--- config.mk ---
export PLATFORM = sky130hd
export DESIGN_NAME = spi_rx_deser_flat
export DESIGN_NICKNAME = d
export VERILOG_FILES = /design/src/rtl/spi_pkg.sv /design/src/rtl/spi_rx_deser_if.sv /design/src/rtl/spi_rx_deser_sync_edge_det.sv /design/src/rtl/spi_rx_deser.sv /design/src/flat_wrapper.sv
export SDC_FILE = /design/constraint.sdc
export NUM_CORES = 1
export LEC_CHECK = 0
export CELL_PAD_IN_SITES_DETAIL_PLACEMENT = 1
export CELL_PAD_IN_SITES_GLOBAL_PLACEMENT = 1
export CORE_MARGIN = 1
export CORE_UTILIZATION = 39
export CTS_CLUSTER_DIAMETER = 80
export DETAILED_ROUTE_END_ITERATION = 12
export PLACE_DENSITY = 0.74
export SYNTH_ARGS = -nofsm -noshare
export SYNTH_HDL_FRONTEND = slang
export SYNTH_SLANG_ARGS = --single-unit
--- constraint.sdc ---
create_clock -name clk -period 1.65 [get_ports clk]
set_clock_uncertainty 0.15 [all_clocks]
set_input_delay 0.165 -clock clk [delete_from_list [all_inputs] [get_ports clk]]
set_output_delay 0.165 -clock clk [all_outputs]
set_load 0.1 [all_outputs]
--- src/rtl/spi_pkg.sv ---
// -----------------------------------------------------------------------------
// spi_pkg
// Shared types and helpers for the SPI receive path.
//   spi_mode_t      : SPI mode encoding {CPOL,CPHA}
//   sample_on_rise  : 1 when the mode samples MISO on the rising sclk edge
// -----------------------------------------------------------------------------
package spi_pkg;

  typedef enum logic [1:0] {
    MODE0 = 2'd0,
    MODE1 = 2'd1,
    MODE2 = 2'd2,
    MODE3 = 2'd3
  } spi_mode_t;

  // Leading edge samples when CPHA=0; the leading edge is rising when CPOL=0.
  // Both cases reduce to CPOL XNOR CPHA.
  function automatic logic sample_on_rise(input spi_mode_t mode);
    logic [1:0] m;
    m = mode;
    return m[1] ~^ m[0];
  endfunction

endpackage

--- src/rtl/spi_rx_deser_if.sv ---
// -----------------------------------------------------------------------------
// spi_rx_deser_if
// Response side of the SPI receive deserialiser.
//   rsps        : last completed word (holding register)
//   rsps_valid  : rsps holds an unconsumed word
//   rsps_ready  : consumer accepts rsps when rsps_valid is also high
//   done        : one-cycle pulse per completed word
//   busy        : a word is partially received
//   overrun     : sticky, a word completed while the previous one was unconsumed
// master = deserialiser, slave = consumer.
// -----------------------------------------------------------------------------
interface spi_rx_deser_if #(
  parameter int DATA_W = 8
);

  logic [DATA_W-1:0] rsps;
  logic              rsps_valid;
  logic              rsps_ready;
  logic              done;
  logic              busy;
  logic              overrun;

  modport master (
    output rsps,
    output rsps_valid,
    input  rsps_ready,
    output done,
    output busy,
    output overrun
  );

  modport slave (
    input  rsps,
    input  rsps_valid,
    output rsps_ready,
    input  done,
    input  busy,
    input  overrun
  );

endinterface

--- src/rtl/spi_rx_deser_sync_edge_det.sv ---
// -----------------------------------------------------------------------------
// sync_edge_det
// Two-flop synchroniser for an asynchronous pin, plus rise/fall detection
// against the registered previous synchronised value.
//   clk, rst  : system clock, synchronous active-high reset
//   async_i   : asynchronous input pin
//   sync_out  : synchronised level (2 clk edges after the pin)
//   rise/fall : one-cycle edge strobes, acted on at the 3rd clk edge
// -----------------------------------------------------------------------------
module sync_edge_det (
  input  logic clk,
  input  logic rst,
  input  logic async_i,
  output logic sync_out,
  output logic rise,
  output logic fall
);

  logic meta_q;
  logic sync_q;
  logic prev_q;

  // Synchroniser chain and edge-detect history flop.
  always_ff @(posedge clk) begin
    if (rst) begin
      meta_q <= 1'b0;
      sync_q <= 1'b0;
      prev_q <= 1'b0;
    end else begin
      meta_q <= async_i;
      sync_q <= meta_q;
      prev_q <= sync_q;
    end
  end

  assign sync_out = sync_q;
  assign rise     = sync_q & ~prev_q;
  assign fall     = ~sync_q & prev_q;

endmodule

--- src/rtl/spi_rx_deser.sv ---
// -----------------------------------------------------------------------------
// spi_rx_deser
// SPI receive deserialiser. Oversamples sclk/rx on clk, shifts DATA_W-bit
// words in any SPI mode, MSB- or LSB-first, and presents each word through a
// valid/ready holding register with done/busy/overrun status.
//   clk, rst : system clock, synchronous active-high reset
//   start    : frame active (level); low aborts any partial word
//   mode     : SPI mode, captured on the start rising edge
//   sclk, rx : asynchronous SPI pins
//   rsp      : response interface (master side)
// -----------------------------------------------------------------------------
module spi_rx_deser
  import spi_pkg::*;
#(
  parameter int DATA_W    = 8,
  parameter bit MSB_FIRST = 1'b1
) (
  input  logic                  clk,
  input  logic                  rst,
  input  logic                  start,
  input  spi_mode_t             mode,
  input  logic                  sclk,
  input  logic                  rx,
  spi_rx_deser_if.master        rsp
);

  localparam int                CNT_W    = $clog2(DATA_W);
  localparam logic [CNT_W-1:0]  LAST_BIT = CNT_W'(DATA_W - 1);
  localparam logic [CNT_W-1:0]  CNT_ONE  = CNT_W'(1);
  localparam logic [CNT_W-1:0]  CNT_ZERO = CNT_W'(0);
  localparam logic [DATA_W-1:0] WORD_ZERO = DATA_W'(0);

  // Pin synchronisation
  logic sclk_sync_unused_s;
  logic sclk_rise_s;
  logic sclk_fall_s;
  logic rx_sync_s;
  logic rx_rise_unused_s;
  logic rx_fall_unused_s;

  sync_edge_det u_sclk_sync (
    .clk      (clk),
    .rst      (rst),
    .async_i  (sclk),
    .sync_out (sclk_sync_unused_s),
    .rise     (sclk_rise_s),
    .fall     (sclk_fall_s)
  );

  // rx only needs the synchronised level; it shares the sclk latency so the
  // data/clock alignment seen at the pins is preserved.
  sync_edge_det u_rx_sync (
    .clk      (clk),
    .rst      (rst),
    .async_i  (rx),
    .sync_out (rx_sync_s),
    .rise     (rx_rise_unused_s),
    .fall     (rx_fall_unused_s)
  );

  // State
  logic              start_q;
  spi_mode_t         mode_q,       mode_d;
  logic [CNT_W-1:0]  bit_cnt_q,    bit_cnt_d;
  logic [DATA_W-1:0] shreg_q,      shreg_d;
  logic [DATA_W-1:0] rsps_q,       rsps_d;
  logic              rsps_valid_q, rsps_valid_d;
  logic              done_q,       done_d;
  logic              busy_q,       busy_d;
  logic              overrun_q,    overrun_d;

  // Decode
  logic              start_rise_s;
  logic              sample_s;
  logic              shift_en_s;
  logic              word_done_s;
  logic [DATA_W-1:0] shreg_next_s;

  // Sample-edge decode and the shifted word including the current bit.
  always_comb begin
    start_rise_s = start & ~start_q;
    if (sample_on_rise(mode_q)) begin
      sample_s = sclk_rise_s;
    end else begin
      sample_s = sclk_fall_s;
    end
    // mode_q is only valid from the cycle after the start rise, so an edge in
    // the start-rise cycle is discarded.
    shift_en_s = start & ~start_rise_s & sample_s;
    if (MSB_FIRST) begin
      shreg_next_s = {shreg_q[DATA_W-2:0], rx_sync_s};
    end else begin
      shreg_next_s = {rx_sync_s, shreg_q[DATA_W-1:1]};
    end
    word_done_s = shift_en_s & (bit_cnt_q == LAST_BIT);
  end

  // Next-state logic for counter, shifter, holding register and flags.
  always_comb begin
    if (start_rise_s) begin
      mode_d = mode;
    end else begin
      mode_d = mode_q;
    end

    if (!start) begin
      bit_cnt_d = CNT_ZERO;
      shreg_d   = WORD_ZERO;
      busy_d    = 1'b0;
    end else if (word_done_s) begin
      bit_cnt_d = CNT_ZERO;
      shreg_d   = WORD_ZERO;
      busy_d    = 1'b0;
    end else if (shift_en_s) begin
      bit_cnt_d = bit_cnt_q + CNT_ONE;
      shreg_d   = shreg_next_s;
      busy_d    = 1'b1;
    end else begin
      bit_cnt_d = bit_cnt_q;
      shreg_d   = shreg_q;
      busy_d    = busy_q;
    end

    // A completion wins over a same-cycle accept so the new word stays valid.
    if (word_done_s) begin
      rsps_d       = shreg_next_s;
      rsps_valid_d = 1'b1;
      done_d       = 1'b1;
    end else if (rsps_valid_q && rsp.rsps_ready) begin
      rsps_d       = rsps_q;
      rsps_valid_d = 1'b0;
      done_d       = 1'b0;
    end else begin
      rsps_d       = rsps_q;
      rsps_valid_d = rsps_valid_q;
      done_d       = 1'b0;
    end

    if (start_rise_s) begin
      overrun_d = 1'b0;
    end else if (word_done_s && rsps_valid_q && !rsp.rsps_ready) begin
      overrun_d = 1'b1;
    end else begin
      overrun_d = overrun_q;
    end
  end

  // State registers.
  always_ff @(posedge clk) begin
    if (rst) begin
      start_q      <= 1'b0;
      mode_q       <= MODE0;
      bit_cnt_q    <= CNT_ZERO;
      shreg_q      <= WORD_ZERO;
      rsps_q       <= WORD_ZERO;
      rsps_valid_q <= 1'b0;
      done_q       <= 1'b0;
      busy_q       <= 1'b0;
      overrun_q    <= 1'b0;
    end else begin
      start_q      <= start;
      mode_q       <= mode_d;
      bit_cnt_q    <= bit_cnt_d;
      shreg_q      <= shreg_d;
      rsps_q       <= rsps_d;
      rsps_valid_q <= rsps_valid_d;
      done_q       <= done_d;
      busy_q       <= busy_d;
      overrun_q    <= overrun_d;
    end
  end

  assign rsp.rsps       = rsps_q;
  assign rsp.rsps_valid = rsps_valid_q;
  assign rsp.done       = done_q;
  assign rsp.busy       = busy_q;
  assign rsp.overrun    = overrun_q;

endmodule

--- src/flat_wrapper.sv ---
// flat-port wrapper written by rule: the top's interface ports become plain ports
module spi_rx_deser_flat import spi_pkg::*;
#(
  parameter int DATA_W    = 8,
  parameter bit MSB_FIRST = 1'b1
)
  (clk, rst, start, mode, sclk, rx, rsp_rsps, rsp_rsps_valid, rsp_rsps_ready, rsp_done, rsp_busy, rsp_overrun);
  spi_rx_deser_if #(.DATA_W(DATA_W)) rsp_i ();
  input  logic clk;
  input  logic rst;
  input  logic start;
  input  spi_mode_t mode;
  input  logic sclk;
  input  logic rx;
  output wire logic [$bits(rsp_i.rsps)-1:0] rsp_rsps;
  output wire logic [$bits(rsp_i.rsps_valid)-1:0] rsp_rsps_valid;
  input wire logic [$bits(rsp_i.rsps_ready)-1:0] rsp_rsps_ready;
  output wire logic [$bits(rsp_i.done)-1:0] rsp_done;
  output wire logic [$bits(rsp_i.busy)-1:0] rsp_busy;
  output wire logic [$bits(rsp_i.overrun)-1:0] rsp_overrun;
  assign rsp_rsps = rsp_i.rsps;
  assign rsp_rsps_valid = rsp_i.rsps_valid;
  assign rsp_i.rsps_ready = rsp_rsps_ready;
  assign rsp_done = rsp_i.done;
  assign rsp_busy = rsp_i.busy;
  assign rsp_overrun = rsp_i.overrun;
  spi_rx_deser #(.DATA_W(DATA_W), .MSB_FIRST(MSB_FIRST)) u_core (.clk(clk), .rst(rst), .start(start), .mode(mode), .sclk(sclk), .rx(rx), .rsp(rsp_i));
endmodule
==> impl_metrics.env <==
export IMPL_postRouteAntennaNets=0
export IMPL_fillCellCount=306
export IMPL_drcViolationCount=6
export IMPL_placed_area_sq_mm=0.00156
export IMPL_post_synth_instance_area_sq_mm=0.00118
export IMPL_synth_yosys_seq_area_share_pct=50.9
export IMPL_report_final_hold_viol_count=0
export IMPL_crit_reg2reg_launch="u_core.mode_q[0]$_SDFFE_PP0P_"
export IMPL_grt_max_degree=18
export IMPL_final_nets=158
export IMPL_flow_area_growth_from_synthesis_pct=41.8
export IMPL_cell_type_with_the_largest_total_area_after_synthesis="sky130_fd_sc_hd__dfxtp_1"
export IMPL_place_hpwl_microns=1860
export IMPL_crit_path_top_delay_cell="sky130_fd_sc_hd__dfxtp_2"
export IMPL_rsz0062_at_grt="yes"
export IMPL_max_cap_violations=0
export IMPL_final_instance_area_sq_mm=0.00167
export IMPL_cts_hold_repair_buffers=0
export IMPL_htree_num_levels=2
export IMPL_drt_pass1_iterations=8
export IMPL_clock_insertion_delay_worst_skew_ns=0.33
export IMPL_port_buffers=19
export IMPL_violations="DRC"
export IMPL_timing_setup_critical_path_class="reg -> reg"
export IMPL_dieWidth_microns=57.0
export IMPL_antenna_violations_before_repair=0
export IMPL_total_grt_overflow=0
export IMPL_die_height_microns=57.0
export IMPL_critPathLaunch="u_core.mode_q[0]$_SDFFE_PP0P_"
export IMPL_grt_total_usage_pct=19.4
export IMPL_worst_endpoint_required_ns=1.76
export IMPL_dieArea_sq_mm=0.00325
export IMPL_ios=20
export IMPL_start_kind="flop"
export IMPL_sinks_on_the_clock_net=30
export IMPL_clkPwrFrac_pct=35.2
export IMPL_synth_edff_count=0
export IMPL_first_pass_grt_wire_length_microns=4770
export IMPL_vias=934
export IMPL_synth_avg_cell_area_sq_um=9.83
export IMPL_cellLeakagePower_nw=0.602
export IMPL_finalMaxSlewViolations=0
export IMPL_post_synth_most_frequent_cells="sky130_fd_sc_hd__dfxtp_1 (30), sky130_fd_sc_hd__nand2b_1 (18), sky130_fd_sc_hd__a21oi_1 (10), sky130_fd_sc_hd__nand4b_1 (10), sky130_fd_sc_hd__nand3b_1 (9)"
export IMPL_max_slew_margin_rel_pct=74.9
export IMPL_start_util_pct=42.1
export IMPL_peakVddDrop_mv=0.567
export IMPL_setup_worst_path_end_class="flop"
export IMPL_most_area_consuming_cells_after_synthesis="sky130_fd_sc_hd__dfxtp_1 (51%), sky130_fd_sc_hd__nand2b_1 (9.5%), sky130_fd_sc_hd__nand4b_1 (7.4%)"
export IMPL_synth_most_common_cell="sky130_fd_sc_hd__dfxtp_1"
export IMPL_pwr_share_seq_pct=58.5
export IMPL_report_final_setup_viol=0
export IMPL_core_area_sq_mm=0.00281
export IMPL_worst_slew_pin_slew_ns=0.376
export IMPL_clk_root_buffer_cell="sky130_fd_sc_hd__clkbuf_4"
export IMPL_synthArstFlopShare_pct=0
export IMPL_critical_path_max_fanout=10
export IMPL_final_clock_period_utilization_by_the_worst_path_pct=96.5
export IMPL_endpoint_arrival_time_on_the_critical_path_ns=1.70
export IMPL_dr_first_iter_drc_count=19
export IMPL_total_buffers_and_inverters_traversed_by_the_critical_path=1
export IMPL_tritoncts="done"
export IMPL_yosysTopAreaCellShare_pct=50.9
export IMPL_crit_family="flip-flops"
export IMPL_run_status="finished, violations left"
export IMPL_critical_path_cell_chain="xnor2_4, mux2i_4, and2_1, buf_6, nor2b_2"
export IMPL_num_rows=19
export IMPL_critPathMaxStageDelay_ns=0.36
export IMPL_design_power_total_mw=1.27
export IMPL_postRouteWirelength_microns=2810
export IMPL_hold_path_class="in -> reg"
export IMPL_final_worst_path_period_need_ns=1.59
export IMPL_gp_congestion=0.744
export IMPL_ys_ff_latch=30
export IMPL_hp_start="sclk"
export IMPL_timing_fmax_mhz=628
export IMPL_via_count_of_the_first_global_routing_pass=1017
export IMPL_clk_transition_reported_paths_ns=0.09
export IMPL_clock_tree_buffer_depth=2
export IMPL_yosys_most_used_dff="sky130_fd_sc_hd__dfxtp_1"
export IMPL_syn_num_nets=130
export IMPL_cellInternalPower_mw=0.987
export IMPL_wire_per_inst_microns=15.6
export IMPL_post_synth_num_cell_types=19
export IMPL_cts_buffers=5
export IMPL_netSwitchingPower_mw=0.282
export IMPL_drive_gt1_share_pct=24.2
export IMPL_routed_via_density=5.19
export IMPL_antennaDiodeCount=0
export IMPL_power_density_mw_per_mm2=759
export IMPL_power_combinational_fraction_pct=6.3
export IMPL_synthesis_instances=120
export IMPL_warnings_from_yosys=0
export IMPL_power_switching_share_pct=22.2
export IMPL_fin_worst_hold_slack_ns=0.241
-- stage by stage --
stage                TNS [ns]  setup slack (ns)  util, %  std cells
finish                      0            0.0582     59.6        180
global route        -0.000273         -0.000273     59.6        180
CTS                         0           0.00782     58.3        179
detailed placement      -1.86            -0.176     55.8        171
global placement       -0.681            -0.103     55.8        171
floorplan                   0            0.0256        -        120
-- cell families (layout without fill, tap and decap cells) --
group,Yosys count,in the layout,synth area share (%)
buffers and inverters,10,39,4.03
adders and majority gates,2,2,2.12
and+or+nand+nor,54,54,30.6
DFF,30,30,50.9
AOI/OAI and AO/OA,19,19,8.17
muxes,4,4,3.39
xor gates and xnor gates,1,1,0.742
-- worst paths after layout --
check | to | slack (ns) | cells past startpoint
max | u_core.rsp.done$_SDFF_PP0_ | 0.06 | 5
max reg2reg | u_core.rsp.done$_SDFF_PP0_ | 0.06 | 5
min | u_core.u_sclk_sync.meta_q$_SDFF_PP0_ | 0.24 | 2
min reg2reg | u_core.u_sclk_sync.sync_out$_SDFF_PP0_ | 0.29 | 1
-- sequential cells by signal (all words and copies together), names as in the netlist --
signal / flops
u_core.u_sclk_sync.meta_q: 1
u_core.u_rx_sync.sync_out: 1
u_core.rsp.done: 1
u_core.start_q: 1
u_core.u_sclk_sync.sync_out: 1
u_core.rsp.overrun: 1
u_core.rsp.rsps: 8
u_core.mode_q: 2
u_core.u_rx_sync.meta_q: 1
u_core.u_sclk_sync.prev_q: 1
u_core.rsp.rsps_valid: 1
u_core.bit_cnt_q: 3
u_core.shreg_q: 7
u_core.rsp.busy: 1
-- layer usage --
layer  wire length (microns)  track usage, %  up-vias
li1                        -               -      468
met3                     103            6.12        2
met4                      22            5.23        0
met5                       0               0        -
met2                    1440            32.4       18
met1                    1250            24.4      446
-- repair_timing --
item	CTS	global route
resized for setup	2	7
cloned	0	1
endpoints found under the setup margin	4	13
pin swaps	0	1
setup buffers	0	0
-- final cells by class --
type	instances	area, sq um	share of cell area, %
Sequential cell	30	603	36.1
Multi-Input combinational cell	80	566	33.8
Timing Repair Buffer	30	402	24.0
Clock buffer	7	55.1	3.29
Tap cell	31	38.8	2.32
Clock inverter	1	5.00	0.299
Inverter	1	3.75	0.224
-- cell usage in the layout, fill, tap and decap left out, types with 2 or more instances in the layout --
master,count
sky130_fd_sc_hd__a21oi_1,10
sky130_fd_sc_hd__buf_12,12
sky130_fd_sc_hd__buf_4,7
sky130_fd_sc_hd__buf_6,3
sky130_fd_sc_hd__clkbuf_4,5
sky130_fd_sc_hd__clkdlybuf4s50_1,7
sky130_fd_sc_hd__dfxtp_1,28
sky130_fd_sc_hd__dfxtp_2,2
sky130_fd_sc_hd__ha_1,2
sky130_fd_sc_hd__mux2i_1,3
sky130_fd_sc_hd__nand2b_1,18
sky130_fd_sc_hd__nand3b_1,9
sky130_fd_sc_hd__nand4b_1,10
sky130_fd_sc_hd__nor2_1,6
sky130_fd_sc_hd__nor2b_1,7
sky130_fd_sc_hd__o21ai_1,8
-- power by group through the flow --
| stage | Combinational (mW) | Clock [mW] | Sequential, mW |
|---|---|---|---|
| final | 0.0793 | 0.447 | 0.743 |
| after CTS | 0.0734 | 0.470 | 0.740 |
| after floorplan | 0.0334 | 0 | 0.755 |
| after global placement | 0.0676 | 0 | 0.754 |
| after detailed placement | 0.0707 | 0 | 0.756 |
| after global routing | 0.0839 | 0.506 | 0.743 |
(Power assumes the default switching activity.)
